File: config.mk
export PLATFORM = sky130hd
export DESIGN_NAME = rgbled_rx_decoder
export DESIGN_NICKNAME = d
export VERILOG_FILES = /design/src/rtl/rgbled_rx_decoder.sv
export SDC_FILE = /design/constraint.sdc
export NUM_CORES = 1
export LEC_CHECK = 0
export BUFFER_PORTS_ARGS = -buffer_cell sky130_fd_sc_hd__buf_2
export CAP_MARGIN = 20
export CORE_ASPECT_RATIO = 0.6
export CORE_MARGIN = 2
export CORE_UTILIZATION = 46
export DETAILED_ROUTE_END_ITERATION = 10
export PLACE_DENSITY = 0.68
export REMOVE_ABC_BUFFERS = 1
export SYNTH_ARGS = -nofsm -noshare
export SYNTH_HDL_FRONTEND = slang
export SYNTH_SLANG_ARGS = --single-unit
File: constraint.sdc
create_clock -name clk_i -period 3.2 [get_ports clk_i]
set_input_delay 0.32 -clock clk_i [delete_from_list [all_inputs] [get_ports clk_i]]
set_output_delay 0.32 -clock clk_i [all_outputs]
set_load 0.005 [all_outputs]
File: src/rtl/rgbled_rx_decoder.sv
// rgbled_rx_decoder
// Decodes a WS2812-style single-wire RGB LED bitstream back into per-LED
// colour words (G, R, B order, MSB first) with the word's position in the
// current frame. It also flags frame-end gaps and malformed pulses.
//
// Ports:
//   clk_i        - system clock
//   rst_i        - asynchronous active-high reset
//   din_i        - serial LED data, asynchronous to clk_i
//   led_valid_o  - one-cycle pulse when a 24-bit word completes
//   led_r/g/b_o  - decoded colour, held until the next led_valid_o
//   led_idx_o    - index of the word in the current frame (saturates at 255)
//   frame_done_o - one-cycle pulse at a clean frame end
//   err_o        - one-cycle pulse on glitch, stuck-high or partial word
//   busy_o       - high while a pulse train is being decoded (HIGH/LOW)
module rgbled_rx_decoder #(
  parameter int unsigned BitThreshCycles = 18,
  parameter int unsigned MinHighCycles   = 4,
  parameter int unsigned MaxHighCycles   = 36,
  parameter int unsigned ResetCycles     = 1500,
  parameter logic        InvertIn        = 1'b0,
  parameter int unsigned CntWidth        = 16
) (
  input  logic       clk_i,
  input  logic       rst_i,
  input  logic       din_i,
  output logic       led_valid_o,
  output logic [7:0] led_r_o,
  output logic [7:0] led_g_o,
  output logic [7:0] led_b_o,
  output logic [7:0] led_idx_o,
  output logic       frame_done_o,
  output logic       err_o,
  output logic       busy_o
);

  typedef enum logic [1:0] {ST_SYNC, ST_IDLE, ST_HIGH, ST_LOW} state_t;

  localparam logic [CntWidth-1:0] CntMax = '1;
  localparam logic [CntWidth-1:0] CntOne = CntWidth'(1);
  localparam logic [CntWidth-1:0] BitThr = CntWidth'(BitThreshCycles);
  localparam logic [CntWidth-1:0] MinHi  = CntWidth'(MinHighCycles);
  localparam logic [CntWidth-1:0] MaxHi  = CntWidth'(MaxHighCycles);
  localparam logic [CntWidth-1:0] RstLo  = CntWidth'(ResetCycles);

  logic                r_sync1, r_sync2, r_din_d;
  logic                w_din_s, w_rise, w_fall;
  logic [CntWidth-1:0] r_cnt;
  state_t              r_state;
  logic [23:0]         r_shift;
  logic [4:0]          r_bitcnt;
  logic                r_idx_inc;
  logic                w_bit;
  logic [23:0]         w_shift_nxt;

  // Input synchroniser plus one delay flop for edge detection.
  always_ff @(posedge clk_i or posedge rst_i) begin
    if (rst_i) begin
      r_sync1 <= 1'b0;
      r_sync2 <= 1'b0;
      r_din_d <= 1'b0;
    end else begin
      r_sync1 <= din_i ^ InvertIn;
      r_sync2 <= r_sync1;
      r_din_d <= r_sync2;
    end
  end

  assign w_din_s = r_sync2;
  assign w_rise  = r_sync2 & ~r_din_d;
  assign w_fall  = ~r_sync2 & r_din_d;

  // Cycles since the last edge; at a falling edge r_cnt equals the number
  // of cycles the line was high.
  always_ff @(posedge clk_i or posedge rst_i) begin
    if (rst_i)                 r_cnt <= '0;
    else if (w_rise || w_fall) r_cnt <= CntOne;
    else if (r_cnt != CntMax)  r_cnt <= r_cnt + CntOne;
  end

  assign w_bit       = (r_cnt >= BitThr);
  assign w_shift_nxt = {r_shift[22:0], w_bit};

  always_ff @(posedge clk_i or posedge rst_i) begin
    if (rst_i) begin
      r_state      <= ST_SYNC;
      r_shift      <= '0;
      r_bitcnt     <= '0;
      r_idx_inc    <= 1'b0;
      led_valid_o  <= 1'b0;
      led_r_o      <= '0;
      led_g_o      <= '0;
      led_b_o      <= '0;
      led_idx_o    <= '0;
      frame_done_o <= 1'b0;
      err_o        <= 1'b0;
    end else begin
      led_valid_o  <= 1'b0;
      frame_done_o <= 1'b0;
      err_o        <= 1'b0;
      r_idx_inc    <= 1'b0;
      // Index advances the cycle after the word is presented.
      if (r_idx_inc && led_idx_o != 8'hFF) led_idx_o <= led_idx_o + 8'd1;

      case (r_state)
        ST_SYNC: begin
          // A falling edge reloads the counter, so the old count is stale.
          if (!w_din_s && !w_fall && r_cnt >= RstLo) r_state <= ST_IDLE;
        end
        ST_IDLE: begin
          if (w_rise) r_state <= ST_HIGH;
        end
        ST_HIGH: begin
          if (w_fall) begin
            if (r_cnt < MinHi) begin
              err_o     <= 1'b1;
              r_bitcnt  <= '0;
              led_idx_o <= '0;
              r_state   <= ST_SYNC;
            end else begin
              r_shift <= w_shift_nxt;
              r_state <= ST_LOW;
              if (r_bitcnt == 5'd23) begin
                led_g_o     <= w_shift_nxt[23:16];
                led_r_o     <= w_shift_nxt[15:8];
                led_b_o     <= w_shift_nxt[7:0];
                led_valid_o <= 1'b1;
                r_idx_inc   <= 1'b1;
                r_bitcnt    <= '0;
              end else begin
                r_bitcnt <= r_bitcnt + 5'd1;
              end
            end
          end else if (r_cnt >= MaxHi) begin
            err_o     <= 1'b1;
            r_bitcnt  <= '0;
            led_idx_o <= '0;
            r_state   <= ST_SYNC;
          end
        end
        ST_LOW: begin
          if (w_rise) begin
            r_state <= ST_HIGH;
          end else if (r_cnt >= RstLo) begin
            if (r_bitcnt == 5'd0) frame_done_o <= 1'b1;
            else                  err_o        <= 1'b1;
            r_bitcnt  <= '0;
            led_idx_o <= '0;
            r_state   <= ST_IDLE;
          end
        end
        default: r_state <= ST_SYNC;
      endcase
    end
  end

  assign busy_o = (r_state == ST_HIGH) || (r_state == ST_LOW);

endmodule

==> flow_metrics.tcl <==
set metrics [dict create \
    run_status "completed" \
    cp_slowest_stage_delay_ps 410 \
    cp.required_ps 3420 \
    start_util 0.480 \
    fp.dieW_um 122 \
    finalSetupViolations 0 \
    crit_type "reg -> reg" \
    cap_violations 0 \
    synth_cell_types 51 \
    synth_edf_count 0 \
    syn_area_per_cell_um2 12.0 \
    hold_viol_final 0 \
    drive_gt1_frac 0.297 \
    yosysSeqAreaShare 0.549 \
    remaining_drc_errors 0 \
    netlist_area_um2 3830 \
    setup-tns-final_ps 0 \
    clkLatencyLatePin_ps 340 \
    synth_top_flop_cell "dfrtp_1" \
    gr-total-overflow 0 \
    area_growth_pct 15.7 \
    crit_family "buffers and inverters" \
    min_period_over_period 0.639 \
    cp-start-kind "flip-flop" \
    antenna_found_initial 0 \
    finClkSkew_ps 6.58 \
    dp_hpwl_mm 4.87 \
    synth.largest_area_cell "dfrtp_1" \
    dp_cells 459 \
    dieArea_um2 9090 \
    ys_seq_elements 84 \
    hold_class "in -> reg" \
    end_kind "flip-flop" \
    irDropWorstVdd_uv 239 \
    num_vias 2535 \
    rows 25 \
    vias_per_cell 5.34 \
    grt_max_degree 51 \
    rsz0062_at_grt "no" \
    dr.pass1.iters 4 \
    grt_pass1_wl_mm 11.9 \
    synthTopCellsByArea "dfrtp_1 55%, mux2_2 13%, ha_1 2.9%" \
    drt-initial-drc-count 132 \
    met2_usage 0.228 \
    post-synth-top-count-cell "dfrtp_1" \
    clkTransAtPathRegs_ps 60 \
    postCtsSetupBuffers 0 \
    cts_buffer_depth 2 \
    htree_num_levels 3 \
    core_um2 7980 \
    fmax_mhz 489 \
    insertedDiodeCount 0 \
    root_buffer "clkbuf_16" \
    worst-path-buf-inv 2 \
    async_flop_share 1.00 \
    crit_fanout 26 \
    ctsResizeCount 0 \
    grt_use_total 0.173 \
    wire_per_inst_um 14.9 \
    grt_pass1_vias 2346 \
    met3_usage 0.0606 \
    gp_congestion 0.880 \
    p_leak_uw 0.00223 \
    crit_chain "inv_1, ha_1, nand3_1, a211oi_4, buf_4, mux2_2" \
    cts_sinks 84 \
    final_nets 374 \
    drt_wl_total_mm 7.09 \
    top_usage_layer "met1" \
    synth.top_cells.by_count "84 x dfrtp_1, 43 x mux2_2, 28 x nor2_1, 14 x nand2_1" \
    worst_pin_slew_ps 849 \
    gr-usage-met1 0.263 \
    p_per_area_nw_per_um2 516 \
    slew_viol_final 0 \
    cts_hold_buf 0 \
    boundaryPins 39 \
    synth_cells 320 \
    postRouteAntennaNets 0 \
    cts_inserted_buffers 9 \
    cp.arrival_ps 2270 \
    port_buffers 38 \
    final_util 0.555 \
    yosys_warnings 0 \
    fin_crit_ps 2040 \
    relSlewSlack 0.433 \
    cp_slowest_cell "dfrtp_1" \
    layout.cells.non_filler 475 \
    cts_tree "done" \
    die_h_um 74.7 \
    synth.top_cell.area_share 0.549 \
]
[registers in the layout, summed over array words and instances, names as in the netlist]
| signal | count |
|---|---|
| r_sync1 | 1 |
| r_idx_inc | 1 |
| r_bitcnt | 5 |
| frame_done_o | 1 |
| r_shift | 23 |
| led_b_o | 8 |
| r_state | 2 |
| r_cnt | 16 |
| r_din_d | 1 |
| led_r_o | 8 |
| led_idx_o | 8 |
| r_sync2 | 1 |
| err_o | 1 |
| led_g_o | 8 |
[kinds of logic (layout without fill, tap and decap cells)]
family	Yosys count	in the layout	share of synthesized area
buf+inv	21	68	0.0288
flops	84	84	0.549
simple gates	97	97	0.134
fa+ha+maj	9	9	0.0294
mux	48	48	0.140
compound gates	47	47	0.0860
xor+xnor	14	14	0.0320
[where the power goes]
group / switching (uW) / internal, uW / total (uW)
combinational: 62.0 / 30.6 / 92.6
clock: 420 / 688 / 1110
sequential: 13.3 / 1070 / 1090
[per-stage QoR]
stage	cell area (um2)	hold WS, ps	worst slack [ps]	total power (uW)
after floorplan	3750	331	715	1170
after global placement	4110	336	1230	1200
final	4430	95.8	1160	2290
after detailed placement	4110	340	1170	1200
after global routing	4430	82.5	1040	2380
after CTS	4430	81.0	1160	2310
[final cells by class]
type | instances | area (um2)
Multi-Input combinational cell | 215 | 1620
Inverter | 10 | 38.8
Tap cell | 108 | 135
Sequential cell | 84 | 2100
Clock inverter | 5 | 85.1
Clock buffer | 11 | 233
Timing Repair Buffer | 42 | 220
Fill cell | 663 | 3550
[final timing paths]
path / endpoint / from / slack [ps] / cells past startpoint
min in group asynchronous: r_cnt[6] / rst_i / 130 / 2
worst max-delay path: led_b_o[1] / r_sync2 / 1160 / 6
max in group asynchronous: r_shift[22] / rst_i / 2330 / 3
worst min-delay path: r_sync1 / din_i / 100 / 1
worst min register to register: r_sync2 / r_sync1 / 350 / 0
worst max register to register: led_b_o[1] / r_sync2 / 1160 / 6
[routing by layer]
| metal | vias up | part of all wire |
|---|---|---|
| met5 | - | 0 |
| met4 | 0 | 0.011 |
| met3 | 9 | 0.054 |
| met2 | 56 | 0.40 |
| met1 | 1241 | 0.53 |
| li1 | 1229 | - |
[placed cells by master, fill, tap and decap left out, types with 2 or more instances in the layout]
cell type  netlist  final
a21o_1           5      5
a21oi_1          8      8
a31oi_1          3      3
and3_1           9      9
buf_2            1     38
buf_4            2      4
bufinv_16        0      2
clkbuf_1         5      2
clkbuf_16        0      9
dfrtp_1         84     84
ha_1             9      9
inv_1           10      9
mux2_1           2      2
mux2_2          43     43
mux2i_1          3      3
nand2_1         14     14
nand2b_1         2      2
nand3_1         12     12
nand4_1          7      7
nand4b_1         2      2
nor2_1          28     28
nor3_1           5      5
nor3_2           2      2
nor4_1           3      3
o211ai_1         8      8
o21a_1           2      2
o21ai_0          9      9
o21bai_1         2      2
or3_1            2      2
xnor2_1          2      2
xor2_1          12     12
No activity file was read; power rests on OpenSTA's default activity.
